`config.mk`:
```
export PLATFORM = sky130hd
export DESIGN_NAME = baby_cycle_sequencer
export DESIGN_NICKNAME = d
export VERILOG_FILES = /design/src/rtl/baby_cycle_sequencer.sv
export SDC_FILE = /design/constraint.sdc
export NUM_CORES = 1
export LEC_CHECK = 0
export BUFFER_PORTS_ARGS = -buffer_cell sky130_fd_sc_hd__buf_2
export CAP_MARGIN = 20
export CORE_MARGIN = 1
export CORE_UTILIZATION = 25
export CTS_CLUSTER_SIZE = 16
export DETAILED_ROUTE_END_ITERATION = 16
export PLACE_DENSITY = 0.48
export SLEW_MARGIN = 20
export SYNTH_ARGS = -nofsm -noshare
export SYNTH_HDL_FRONTEND = slang
export SYNTH_SLANG_ARGS = --single-unit
export TNS_END_PERCENT = 20
```
`constraint.sdc`:
```
create_clock -name CLK -period 1.35 [get_ports CLK]
set_clock_uncertainty 0.1 [all_clocks]
set_input_delay 0.3375 -clock CLK [delete_from_list [all_inputs] [get_ports CLK]]
set_output_delay 0.3375 -clock CLK [all_outputs]
set_load 0.1 [all_outputs]
```
`src/rtl/baby_cycle_sequencer.sv`:
```
// Four-beat machine-cycle sequencer for the Manchester Baby, with run/step/stop and display arbitration.
// Optional completed-instruction counter enabled by defining BABY_INSTR_COUNT_EN.
module baby_cycle_sequencer #(
  parameter int BEAT_CYCLES = 4
) (
  input  logic       CLK,
  input  logic       RESET_N,
  input  logic       RUN,
  input  logic       STEP,
  input  logic       STOP_REQ,
  input  logic       DISP_REQ,
  output logic       DISP_GNT,
  output logic [1:0] BEAT,
  output logic       CI_INC,
  output logic       FETCH,
  output logic       OPERAND,
  output logic       EXEC,
  output logic       HALTED
`ifdef BABY_INSTR_COUNT_EN
  ,
  output logic [15:0] INSTR_COUNT
`endif
);

  localparam int CW = $clog2(BEAT_CYCLES);
  localparam logic [CW-1:0] LAST = CW'(BEAT_CYCLES - 1);

  typedef enum logic [2:0] {
    S_HALT,
    S_SCAN1,
    S_ACTION1,
    S_SCAN2,
    S_ACTION2
  } state_t;

  state_t          state, state_nx;
  logic [CW-1:0]   cnt, cnt_nx;
  logic            step_flag, step_nx;
  logic            stop_latch, stop_nx;
  logic            run_q;
  logic            last;
  logic            run_rise;

  function automatic logic [1:0] beat_of(state_t s);
    case (s)
      S_ACTION1: beat_of = 2'd1;
      S_SCAN2:   beat_of = 2'd2;
      S_ACTION2: beat_of = 2'd3;
      default:   beat_of = 2'd0;
    endcase
  endfunction

  assign last     = (cnt == LAST);
  assign run_rise = RUN && !run_q;

  // NOTE: every signal written here gets a default first, so no path leaves it unassigned and no latch is inferred.
  always_comb begin
    state_nx = state;
    step_nx  = step_flag;
    stop_nx  = stop_latch;
    cnt_nx   = (state == S_HALT || last) ? '0 : cnt + CW'(1);
    case (state)
      S_HALT: begin
        if (run_rise) begin
          state_nx = S_SCAN1;
          step_nx  = 1'b0;
        end else if (!RUN && STEP) begin
          state_nx = S_SCAN1;
          step_nx  = 1'b1;
        end
      end
      S_SCAN1:   if (last) state_nx = S_ACTION1;
      S_ACTION1: if (last) state_nx = S_SCAN2;
      S_SCAN2:   if (last) state_nx = S_ACTION2;
      S_ACTION2: begin
        if (STOP_REQ) stop_nx = 1'b1;
        if (last) begin
          // A stop request on the final cycle still counts, even though the latch clears here.
          state_nx = (stop_latch || STOP_REQ || !RUN || step_flag) ? S_HALT : S_SCAN1;
          stop_nx  = 1'b0;
          step_nx  = 1'b0;
        end
      end
      default: begin
        state_nx = S_HALT;
        cnt_nx   = '0;
      end
    endcase
  end

  // Outputs are registered from the next-state decode so they line up with state and count.
  // NOTE: sequential state uses non-blocking assignments so all registers update together at the edge.
  always_ff @(posedge CLK) begin
    if (!RESET_N) begin
      state      <= S_HALT;
      cnt        <= '0;
      step_flag  <= 1'b0;
      stop_latch <= 1'b0;
      run_q      <= 1'b0;
      HALTED     <= 1'b1;
      BEAT       <= 2'd0;
      CI_INC     <= 1'b0;
      FETCH      <= 1'b0;
      OPERAND    <= 1'b0;
      EXEC       <= 1'b0;
      DISP_GNT   <= 1'b0;
    end else begin
      state      <= state_nx;
      cnt        <= cnt_nx;
      step_flag  <= step_nx;
      stop_latch <= stop_nx;
      run_q      <= RUN;
      HALTED     <= (state_nx == S_HALT);
      BEAT       <= beat_of(state_nx);
      CI_INC     <= (state_nx == S_SCAN1)   && (cnt_nx == LAST);
      FETCH      <= (state_nx == S_ACTION1) && (cnt_nx == LAST);
      OPERAND    <= (state_nx == S_SCAN2)   && (cnt_nx == LAST);
      EXEC       <= (state_nx == S_ACTION2) && (cnt_nx == LAST);
      DISP_GNT   <= DISP_REQ && ((state == S_HALT) ||
                    (((state == S_SCAN1) || (state == S_SCAN2)) && !last));
    end
  end

`ifdef BABY_INSTR_COUNT_EN
  always_ff @(posedge CLK) begin
    if (!RESET_N)  INSTR_COUNT <= 16'h0000;
    else if (EXEC) INSTR_COUNT <= INSTR_COUNT + 16'h0001;
  end
`endif

endmodule

```
## After elaboration in Yosys (flattened, before gate mapping)

Cells that the tools add are included.

| storage, ports and cells | value |
|---|---|
| register bits | 16 |
| input port bits | 6 |
| output and inout port bits | 8 |
| logic and storage cells | 66 |

| operators by class | value |
|---|---|
| add/subtract/negate cells | 1 |
| equality and inequality tests | 12 |
| mux-type cells | 17 |
| reductions and logical operators | 24 |

Operators by type and width:

| operator | number |
|---|---|
| 3-bit two-way mux | 6 |
| 3-bit case mux with 5 select lines | 1 |
| 3-bit by 2-bit equality test with 1-bit output, second input constant | 4 |
| 1-bit logical AND | 8 |
| 3-bit by 1-bit equality test with 1-bit output, second input constant | 2 |
| 3-bit equality test, second input constant | 2 |
| 3-bit logical NOT | 2 |
| 1-bit logical OR | 6 |
| 1-bit two-way mux | 6 |
| 2-bit case mux with 3 select lines | 1 |
| 5-bit OR reduction | 1 |
| 2-bit equality test, second input constant | 2 |
| 2-bit two-way mux | 2 |
| 2-bit nonzero test | 2 |
| 1-bit logical NOT | 3 |
| 3-bit inequality test, second input constant | 1 |
| 3-bit AND reduction | 1 |
| 2-bit by 1-bit adder with 2-bit output, second input constant | 1 |
| 2-bit inequality test, second input constant | 1 |
| 1-bit case mux with 2 select lines | 1 |
| 2-bit AND reduction | 1 |

## Longest topological paths before layout

Gate-level depths: netlist (run 1).

| logic depth | value |
|---|---|
| depth in word-level cells | 8 |
| gate-level depth with buffers | 6 |
| mapped depth without buffers | 5 |

## Least setup slack after synthesis (run 1)

OpenSTA, ideal clock, no wires.

| timing | value |
|---|---|
| kind | flip-flop to flip-flop |
| from | reg cnt[0] |
| to | reg OPERAND |
| setup time | 73 ps |
| arrival | 1237 ps |
| required time | 1177 ps |
| setup slack | -60 ps |
| stages on the path, launching flop included | 6 |
| buffers on the path | 1 |
| period minus slack after synthesis | 1410 ps |
| cells stage by stage | dfxtp_1 > ha_1 > buf_2 > nor4b_4 > nand3b_2 > nor3b_2 |

| on the way | value |
|---|---|
| word-level cells in the longest chain between the ends | 6 |
| elaborated cells between the ends (all ways) | 13 |
| those cells by class | add/sub: 1; eq/ne: 3; mux: 7; reduce/logical: 2 |

RTL lines:

| element | line | text |
|---|---|---|
| from (decl) | 37 | `logic [CW-1:0] cnt, cnt_nx;` |
| from (signal assigned) | 109 | `cnt <= cnt_nx;` |
| parallel branches: the longest is 5 deep, another holds 3-bit case mux with 5 select lines | - |  |
| 1-bit logical AND (*) | 117 | `OPERAND <= (state_nx == S_SCAN2) && (cnt_nx == LAST);` |
| to (signal assigned) | 117 |  |
| to (decl) | 16 | `output logic OPERAND,` |

Mark *: on every way between the ends.
A chain may end at the register's enable or synchronous reset.

## Final worst setup path (run 1)

| timing | value |
|---|---|
| from | reg cnt[1] |
| to | reg OPERAND |

The elaborated chain is that of the path after synthesis.

==> impl_results.md, run 1 <==
* Synthesized flop and latch total at 16
* R2R cell count at 5
* HPWL Detailed at 1200 microns
* Global Route Usage Sum at 0.116
* Reg2Reg Setup Slack at -0.03 ns
* Final period util at 1.02
* Worst Path Arrival at 1.45 ns
* CTS tree: done
* Switching power at 0.259 mW
* WL per Instance at 12.2 microns
* Net count after synthesis at 83
* Design Area, Final at 1110 sq um
* Antenna violations before repair at 0
* Worst-Skew Late Latency at 0.29 ns
* Commonest cells post-synth: dfxtp_1, nor2_1, nand2_1
* Min cycle time layout at 1.38 ns
* Root Driver: clkbuf_4
* Crit Path Class: reg -> reg
* Cells along the critical path: ha_4 -> nor2_1 -> a32oi_1 -> nand4_1 -> nor3b_2
* Post-synth top area cell: dfxtp_1
* Row count at 19
* CTS clock-pin slew for the worst setup and hold paths at 0.10 ns
* DRT Pass-1 Iters at 4
* Mapped Cells at 76
* Failing checks: negative setup slack
* Most frequent cell after synthesis: dfxtp_1
* Hold Path Class: in -> reg
* Top cells by area, synth: dfxtp_1, nor2_1, nor4b_4
* Final hold viol count at 0
* Gpl congestion at 0.807
* Nets at 109
* Wirelength, routed at 1600 microns
* Yosys cell types at 34
* Cell depth of the worst hold path at 3
* Clock tree sinks at 16
* Max Root-Sink Buffers at 2
* Final WS setup at -0.0261 ns
* Maximum number of pins on one net before global-route repair at 10
* IO Port Bufs at 13
* Placed inst area at 1020 sq um
* P&R area growth vs syn at 54.4%
* # H-tree levels at 1
* Setup-failing EPs final at 2
* Non-filler cells, final at 132
* GR Overflow Total at 0
* Final slew viol count at 0
* Die area at 3090 sq um
* Int Pwr at 0.727 mW
* Top flop regs: state (3), BEAT (2), cnt (2)
* Core Area at 2730 sq um
* Die W at 55.6 microns
* Mapped Avg Cell Area at 9.43 sq um
* Layout cells sized above 1 at 0.465
* CP max stage cell: dfxtp_2
* Post-synth EDFFs at 0
* Worst setup EP type: flip-flop
* Post-DRT Antenna Nets at 0
* Synth Flop Type: dfxtp_1
* Leak at 0.461 nW
* First-pass GRT wire length at 2730 microns
* Total CTS buffers at 3
* Share of the yosys chip area belonging to registers at 0.447
* Largest register FFs at 3
* Switching share of power at 0.262
* Clock network fraction of design power at 0.319
* Part of the power in registers at 0.511
* Max-slew headroom at 0.796
* Maxcap violations at 0
* Final Total Pwr at 0.986 mW
* Vias in the first global route at 582
* Detailed Route Iter0 Violations at 14
* Num ports at 14
* Async SR Flop Fraction at 0
* DR DRC count at 0
* Fmax at 727 MHz
* Largest Register: state
* Crit Path Max Fanout at 8
* # diodes at 0
* Setup bufs post-CTS at 0
* RSZ-0062 raised after global routing: true
* Pwr Density at 890 nW/um^2
* CP startpoint kind: flip-flop
* Status: finished, violations left
* Hold Buf Count CTS at 0
* Comb pwr share at 0.170
* Die Y at 55.6 microns
* Vias/cell at 4.89
* Top-area cell type share of the netlist area at 0.447
* Worst-Margin Slew at 0.305 ns
* Starting Density at 0.262
* Slowest stage delay, CP at 0.35 ns
* Worst IR drop on VDD at 0.000474 V
* Inst Count DP at 128
* Netlist Area Pre-Place at 717 sq um
* WP data required at 1.42 ns
* Vias at 645
* Syn. warnings at 0
-- cell families (layout without fill, tap and decap cells) --
kind of cell,count (synthesis),after routing,synth area share
flip-flops,16,16,0.447
AO/OA/AOI/OAI,16,16,0.154
adder cells (fa/ha/maj),1,1,0.0174
AND/OR/NAND/NOR,35,35,0.318
buffers and inverters,7,32,0.0523
XOR/XNOR,1,1,0.0122
-- repair_timing --
action / CTS / global route
endpoints found under the setup margin: 9 / 9
resized for setup: 8 / 5
pin swaps: 2 / 2
-- worst paths after layout --
check | startpoint | to
min | DISP_REQ | DISP_GNT
min reg2reg | cnt[0] | cnt[0]
max reg2reg | cnt[1] | OPERAND
max | cnt[1] | OPERAND
-- cells in the final DEF (no fill, tap or decap), drive strengths merged --
cell type and count:
o2bb2ai 1, and3 2, or2b 1, dfxtp 16
o21ai 4, a311oi 1, o211ai 1, ha 1
nor4b 3, clkbuf 4, nand3b 1, o21a 1
a31oi 1, xnor2 1, o41ai 1, nor3 4
a221o 1, o2111ai 1, nor2b 1, nand4 2
nor2 11, and2 3, inv 3, a32oi 1
a21oi 3, nor3b 2, nand2 5, buf 25
-- routing by layer --
metal,vias to the layer above,GRT usage,wire length [microns]
li1,322,-,-
met1,301,0.145,738
met2,18,0.176,747
met3,4,0.0234,76
met4,0,0.0857,42
met5,-,0,0
-- worst max-delay path: cells and delay by family, from the launching register on --
kind                       cells  cell delay [ns]
and+or+nand+nor                3             0.48
DFF                            1             0.35
AOI/OAI and AO/OA              1             0.16
adders and majority gates      1             0.18
-- power groups by stage --
stage | registers (mW) | logic [mW] | clock network (mW)
floorplan | 0.541 | 0.0638 | 0
global placement | 0.512 | 0.156 | 0
detailed placement | 0.512 | 0.157 | 0
CTS | 0.504 | 0.160 | 0.331
global route | 0.506 | 0.177 | 0.351
finish | 0.504 | 0.167 | 0.315
-- through the flow --
stage / setup WS (ns) / setup TNS (ns) / util / hold slack (ns)
final: -0.0261 / -0.0380 / 0.405 / 0.210
after global routing: -0.122 / -0.417 / 0.405 / 0.220
after CTS: -0.00978 / -0.0210 / 0.394 / 0.209
after detailed placement: -0.0895 / -0.294 / 0.372 / 0.424
after global placement: -0.0824 / -0.212 / 0.372 / 0.408
after floorplan: -0.0133 / -0.0235 / - / 0.325
-- final cells by class --
type / count / area, sq um
fillers: 261 / 1630
multi-input cells: 53 / 417
flip-flops and latches: 16 / 329
repair buffers: 25 / 275
well taps: 31 / 38.8
clock buffers: 4 / 36.3
inverters: 3 / 11.3
Power figures use the tool's default switching activity.
==> run 2, diff against run 1 <==
--- a/config.mk
+++ b/config.mk
@@ -7,11 +7,13 @@
 export LEC_CHECK = 0
 export BUFFER_PORTS_ARGS = -buffer_cell sky130_fd_sc_hd__buf_2
 export CAP_MARGIN = 20
+export CORE_ASPECT_RATIO = 0.5
 export CORE_MARGIN = 1
 export CORE_UTILIZATION = 25
 export CTS_CLUSTER_SIZE = 16
 export DETAILED_ROUTE_END_ITERATION = 16
 export PLACE_DENSITY = 0.48
+export SETUP_SLACK_MARGIN = 0.4
 export SLEW_MARGIN = 20
 export SYNTH_ARGS = -nofsm -noshare
 export SYNTH_HDL_FRONTEND = slang
==> run 2 against run 1 <==
Compared with the run above:
- largest power group unchanged
- flip-flop and latch count unchanged
- clock power increased by 38%
- design area increased by 8.4%
- worst setup slack improved by 0.019 ns
- the run still ends with negative setup slack left
- via count increased by 0.31%
- count of clock-buffer cells in the layout unchanged
- register-to-register slack improved by 0.02 ns
- die area increased by 0.42%
- total power increased by 14%
- utilization increased by 4.8 points
- critical path depth decreased by 1
==> impl_results.md, run 2 (same netlist as run 1, synthesis figures left out) <==
* Most frequent cells in the layout: buf_4, dfxtp_2, nor2_1, buf_12, dfxtp_1
* Maximum number of pins on one net before global-route repair at 10 (unchanged)
* Cell depth of the worst hold path at 3 (unchanged)
* Root Driver: clkbuf_8
* Total CTS buffers at 3 (unchanged)
* Detailed Route Iter0 Violations at 69 (+55)
* Largest register FFs at 3 (unchanged)
* WL per Instance at 12.0 microns (-1.7%)
* Part of the power in registers at 0.448 (-0.063)
* Die area at 3100 sq um (+0.42%)
* Final Total Pwr at 1.12 mW (+14%)
* Hold path start: DISP_REQ
* Maxcap violations at 0 (unchanged)
* Wirelength, routed at 1700 microns (+5.8%)
* Gpl congestion at 0.852 (+5.6%)
* CTS clock-pin slew for the worst setup and hold paths at 0.07 ns (-0.03 ns)
* Layout cells sized above 1 at 0.581 (+0.116)
* Largest Register: state
* Worst-Margin Slew at 0.315 ns (+0.0108 ns)
* Global Route Usage Sum at 0.121 (+0.00505)
* Num ports at 14 (unchanged)
* Pre-CTS WS at -0.0362 ns (+0.0533 ns)
* Row count at 13 (-6)
* Reg2Reg Setup Slack at -0.007 ns (+0.02 ns)
* Min cycle time layout at 1.36 ns (-0.0190 ns)
* Antenna violations before repair at 0 (unchanged)
* Int Pwr at 0.832 mW (+14%)
* Worst Path Arrival at 1.43 ns (-0.02 ns)
* Worst IR drop on VDD at 0.000292 V (-38%)
* Failing checks: negative setup slack
* Vias/cell at 4.56 (-6.8%)
* Reg-to-reg endpoint: FETCH
* Crit Path Max Fanout at 7 (-1)
* Final hold viol count at 0 (unchanged)
* Switching power at 0.287 mW (+11%)
* Hold Buf Count CTS at 0 (unchanged)
* First-pass GRT wire length at 2650 microns (-3.0%)
* R2r startpoint: cnt[0]
* GR Overflow Total at 0 (unchanged)
* Setup-failing EPs final at 2 (unchanged)
* Final slew viol count at 0 (unchanged)
* Comb pwr share at 0.163 (-0.007)
* Top flop regs: state (3), BEAT (2), cnt (2)
* Setup bufs post-CTS at 0 (unchanged)
* Pwr Density at 933 nW/um^2 (+4.8%)
* R2R cell count at 4 (-1)
* RSZ-0062 raised after global routing: true
* Crit Path Class: reg -> reg
* DRT Pass-1 Iters at 4 (unchanged)
* Hold Path Class: in -> reg
* # diodes at 0 (unchanged)
* Worst setup EP type: flip-flop
* P&R area growth vs syn at 67.4%
* Final WS setup at -0.00713 ns (+0.0190 ns)
* Commonest non-fill, non-tap cell in the layout: buf_4
* DR DRC count at 0 (unchanged)
* Max Root-Sink Buffers at 2 (unchanged)
* Post-DRT Antenna Nets at 0 (unchanged)
* CP startpoint kind: flip-flop
* Die Y at 39.9 microns (-28%)
* Clock tree sinks at 16 (unchanged)
* Leak at 0.515 nW (+12%)
* Switching share of power at 0.257 (-0.00574)
* Core Area at 2650 sq um (-3.0%)
* Vias at 647 (+0.31%)
* # H-tree levels at 1 (unchanged)
* WP data required at 1.42 ns (about the same)
* Status: finished, violations left
* Starting Density at 0.270 (+0.00817)
* Vias in the first global route at 572 (-1.7%)
* CTS tree: done
* Worst Hold End: DISP_GNT
* Worst-Skew Late Latency at 0.25 ns (-0.04 ns)
* FILL cells at 245 (-6.1%)
* HPWL Detailed at 1270 microns (+6.0%)
* Die W at 77.7 microns (+40%)
* Final core utilization at 0.453 (+0.0475)
* IO Port Bufs at 13 (unchanged)
* Clock network fraction of design power at 0.388 (+0.069)
* Fmax at 737 MHz (+1.4%)
* Max-slew headroom at 0.789 (-0.00722)
* Final period util at 1.01 (-0.0141)
* Nets at 113 (+3.7%)
run 2: changes by cell type in the layout (fill, tap and decap cells not counted), sizes merged:
cell  before  now
buf       25   29
run 2: stage by stage:
step / instance area [sq um] / instances / setup TNS, ns / hold slack (ns)
finish: 1200 / 142 / -0.00973 / 0.267
global route: 1200 / 142 / -0.154 / 0.296
CTS: 1120 / 142 / 0 / 0.226
detailed placement: 1050 / 138 / -0.0876 / 0.388
global placement: 1050 / 138 / -0.0804 / 0.386
floorplan: 736 / 76 / -0.0105 / 0.296
run 2: metal layers:
metal / vias to the layer above / routed length (microns) / global-route usage
li1: 332 / - / -
met1: 301 / 854 / 0.151
met2: 14 / 767 / 0.186
met3: 0 / 76 / 0.0349
met4: 0 / 0 / 0.0802
met5: - / 0 / 0
run 2: worst max path at each step:
stage / start / to / slack, ns / cells after the start
6_report: cnt[0] / FETCH / -0.007 / 4
2_1_floorplan: cnt[0] / OPERAND / -0.01 / 5
3_5_place_dp: RUN / OPERAND / -0.04 / 5
5_1_grt: cnt[0] / FETCH / -0.06 / 4
3_3_place_gp: RUN / OPERAND / -0.04 / 5
4_1_cts: cnt[0] / FETCH / 0.002 / 4
run 2: cell type report:
class / instances / area, sq um / share of cell area
Clock buffer: 4 / 55.1 / 0.0459
Inverter: 3 / 11.3 / 0.00938
Multi-Input combinational cell: 53 / 447 / 0.372
Sequential cell: 16 / 335 / 0.279
Tap cell: 37 / 46.3 / 0.0386
Timing Repair Buffer: 29 / 305 / 0.254
run 2: repair_timing:
action	4_1_cts	5_1_grt
gates resized for setup	2	24
pin swaps	1	4
setup endpoints to repair	23	23
run 2: worst max-delay path: stages, from the launching register on:
cell and delay (ns):
dfxtp_2 0.34, ha_4 0.18, nor4b_4 0.35, nand3b_4 0.15, nor3_1 0.15
run 2: power by group through the flow:
stage / Sequential (mW) / Combinational (mW) / Clock [mW]
floorplan: 0.541 / 0.0637 / 0
global placement: 0.510 / 0.166 / 0
detailed placement: 0.510 / 0.166 / 0
CTS: 0.500 / 0.169 / 0.455
global route: 0.504 / 0.195 / 0.474
finish: 0.502 / 0.183 / 0.435
==> run 3, diff against run 2 <==
--- a/config.mk
+++ b/config.mk
@@ -7,12 +7,12 @@
 export LEC_CHECK = 0
 export BUFFER_PORTS_ARGS = -buffer_cell sky130_fd_sc_hd__buf_2
 export CAP_MARGIN = 20
-export CORE_ASPECT_RATIO = 0.5
+export CORE_ASPECT_RATIO = 0.7
 export CORE_MARGIN = 1
 export CORE_UTILIZATION = 25
 export CTS_CLUSTER_SIZE = 16
 export DETAILED_ROUTE_END_ITERATION = 16
-export PLACE_DENSITY = 0.48
+export PLACE_DENSITY = 0.46
 export SETUP_SLACK_MARGIN = 0.4
 export SLEW_MARGIN = 20
 export SYNTH_ARGS = -nofsm -noshare
==> constraint.sdc (replaced) <==
create_clock -name CLK -period 1.3 [get_ports CLK]
set_clock_uncertainty 0.1 [all_clocks]
set_input_delay 0.325 -clock CLK [delete_from_list [all_inputs] [get_ports CLK]]
set_output_delay 0.325 -clock CLK [all_outputs]
set_load 0.1 [all_outputs]
==> run 3 against run 2 <==
Compared with the run above:
- the run still ends with negative setup slack left
- clock power is 3% higher
- design area is 1.6% higher
- hold slack worse by 0.0080 ns
- non-clock buffer count is 1 higher
- worst setup slack worse by 0.043 ns
- via count is 2.8% higher
- combinational power is 5% higher
- critical path type unchanged
- largest cell class unchanged
==> impl_results.md, run 3 (same netlist as run 1, synthesis figures left out) <==
* R2r startpoint: cnt[0]
* CTS clock-pin slew for the worst setup and hold paths at 0.06 ns (about the same)
* Hold Path Class: in -> reg
* Max Root-Sink Buffers at 2 (unchanged)
* # diodes at 0 (unchanged)
* Top flop regs: state (3), BEAT (2), cnt (2)
* Vias at 665 (+2.8%)
* Min cycle time layout at 1.35 ns (-0.00654 ns)
* Setup-failing EPs final at 5 (+3)
* Placed inst area at 1060 sq um (+0.36%)
* First-pass GRT wire length at 2950 microns (+11%)
* Global Route Usage Sum at 0.136 (+0.0154)
* Setup TNS at -0.128 ns (-0.118 ns)
* Final hold viol count at 0 (unchanged)
* Design Area, Final at 1220 sq um (+1.6%)
* Crit Path Max Fanout at 8 (+1)
* Worst IR drop on VDD at 0.000589 V (+100%)
* Gpl congestion at 0.767 (-9.9%)
* Largest Register: state
* WL per Instance at 13.3 microns (+11%)
* Maximum number of pins on one net before global-route repair at 10 (unchanged)
* Die area at 3090 sq um (-0.31%)
* Hold Buf Count CTS at 0 (unchanged)
* P&R area growth vs syn at 70.0%
* IO Port Bufs at 13 (unchanged)
* Total CTS buffers at 3 (unchanged)
* Layout cells sized above 1 at 0.594 (+0.0134)
* Register Area at 339 sq um (+1.1%)
* Row count at 15 (+2)
* Failing checks: negative setup slack
* Final core utilization at 0.471 (+0.0180)
* Maxcap violations at 0 (unchanged)
* Multi-input logic area at 458 sq um (+2.5%)
* Fmax at 740 MHz (+0.48%)
* Worst setup EP type: flip-flop
* CP startpoint kind: flip-flop
* Core Area at 2590 sq um (-2.3%)
* # H-tree levels at 1 (unchanged)
* FILL cells at 246 (+0.41%)
* GR Overflow Total at 0 (unchanged)
* Root Driver: clkbuf_8
* Leak at 0.516 nW (about the same)
* Worst-Margin Slew at 0.306 ns (-0.00989 ns)
* Vias/cell at 4.75 (+4.3%)
* Crit. Startpoint: cnt[0]
* Pre-CTS WS at -0.108 ns (-0.0713 ns)
* Num ports at 14 (unchanged)
* CTS tree: done
* Final Total Pwr at 1.16 mW (+3.8%)
* Antenna violations before repair at 0 (unchanged)
* Die W at 66.0 microns (-15%)
* Largest register FFs at 3 (unchanged)
* Commonest non-fill, non-tap cell in the layout: buf_4
* Hold path start: DISP_REQ
* Worst Path Arrival at 1.44 ns (about the same)
* Final slew viol count at 0 (unchanged)
* WP data required at 1.39 ns (-0.03 ns)
* Worst-Skew Late Latency at 0.25 ns (about the same)
* Wirelength, routed at 1860 microns (+9.7%)
* HPWL Detailed at 1300 microns (+2.0%)
* Die Y at 46.8 microns (+17%)
* Starting Density at 0.277 (+0.00640)
* DRT Pass-1 Iters at 4 (unchanged)
* Clock tree sinks at 16 (unchanged)
* Detailed Route Iter0 Violations at 14 (-80%)
* Vias in the first global route at 648 (+13%)
* RSZ-0062 raised after global routing: true
* Pwr Density at 954 nW/um^2 (+2.2%)
* Nets at 114 (+0.88%)
* DR DRC count at 0 (unchanged)
* Final WS setup at -0.0506 ns (-0.0435 ns)
* Max-slew headroom at 0.795 (+0.00662)
* Post-DRT Antenna Nets at 0 (unchanged)
* Status: finished, violations left
* Crit Path Class: reg -> reg
* Final period util at 1.04 (+0.0336)
* Most frequent cells in the layout: buf_4, buf_12, dfxtp_1, nor2_1, dfxtp_2
[run 3: cell count changes in the layout (fill, tap and decap cells not counted), sizes merged]
cell / change
buf: +1
[run 3: where the power goes]
part           leakage (nW)  internal (mW)  total, mW  switching [mW]
combinational         0.352         0.0892      0.193           0.104
sequential            0.135          0.503      0.520          0.0173
clock                0.0288          0.269      0.449           0.180
total                 0.516          0.861       1.16           0.301
[run 3: cell type report]
class,count,share of cell area
inverters,3,0.00924
flip-flops and latches,16,0.278
multi-input cells,53,0.376
clock buffers,4,0.0452
well taps,34,0.0349
repair buffers,30,0.257
[run 3: per-layer routing]
layer  GRT usage  routed length, microns  up-vias
met5           0                       0        -
met4      0.0511                      21        0
met3      0.0534                      88        3
met2       0.196                     861       15
met1       0.185                     891      315
li1            -                       -      332
[run 3: path summary, 6_finish.rpt]
kind	endpoint	slack, ns	depth (start not counted)
setup / recovery	OPERAND	-0.05	4
hold / removal	DISP_GNT	0.26	3
setup reg to reg	OPERAND	-0.05	4
hold reg to reg	cnt[0]	0.44	2
[run 3: through the flow]
stage                     std cells  hold WS [ns]
after CTS                       140         0.246
final                           140         0.259
after global placement          136         0.383
after detailed placement        136         0.394
after floorplan                  76         0.296
after global routing            140         0.273
[run 3: critical path, cell delays in order (launching register included)]
cell and delay [ns]:
dfxtp_2 0.33, ha_4 0.19, nor4b_4 0.35, nand3b_4 0.15
nor3b_2 0.16
[run 3: what timing repair did]
item,CTS,global route
resized for setup,12,16
gates cloned,0,0
setup buffers,0,0
pin swaps,6,6
setup endpoints to repair,23,23
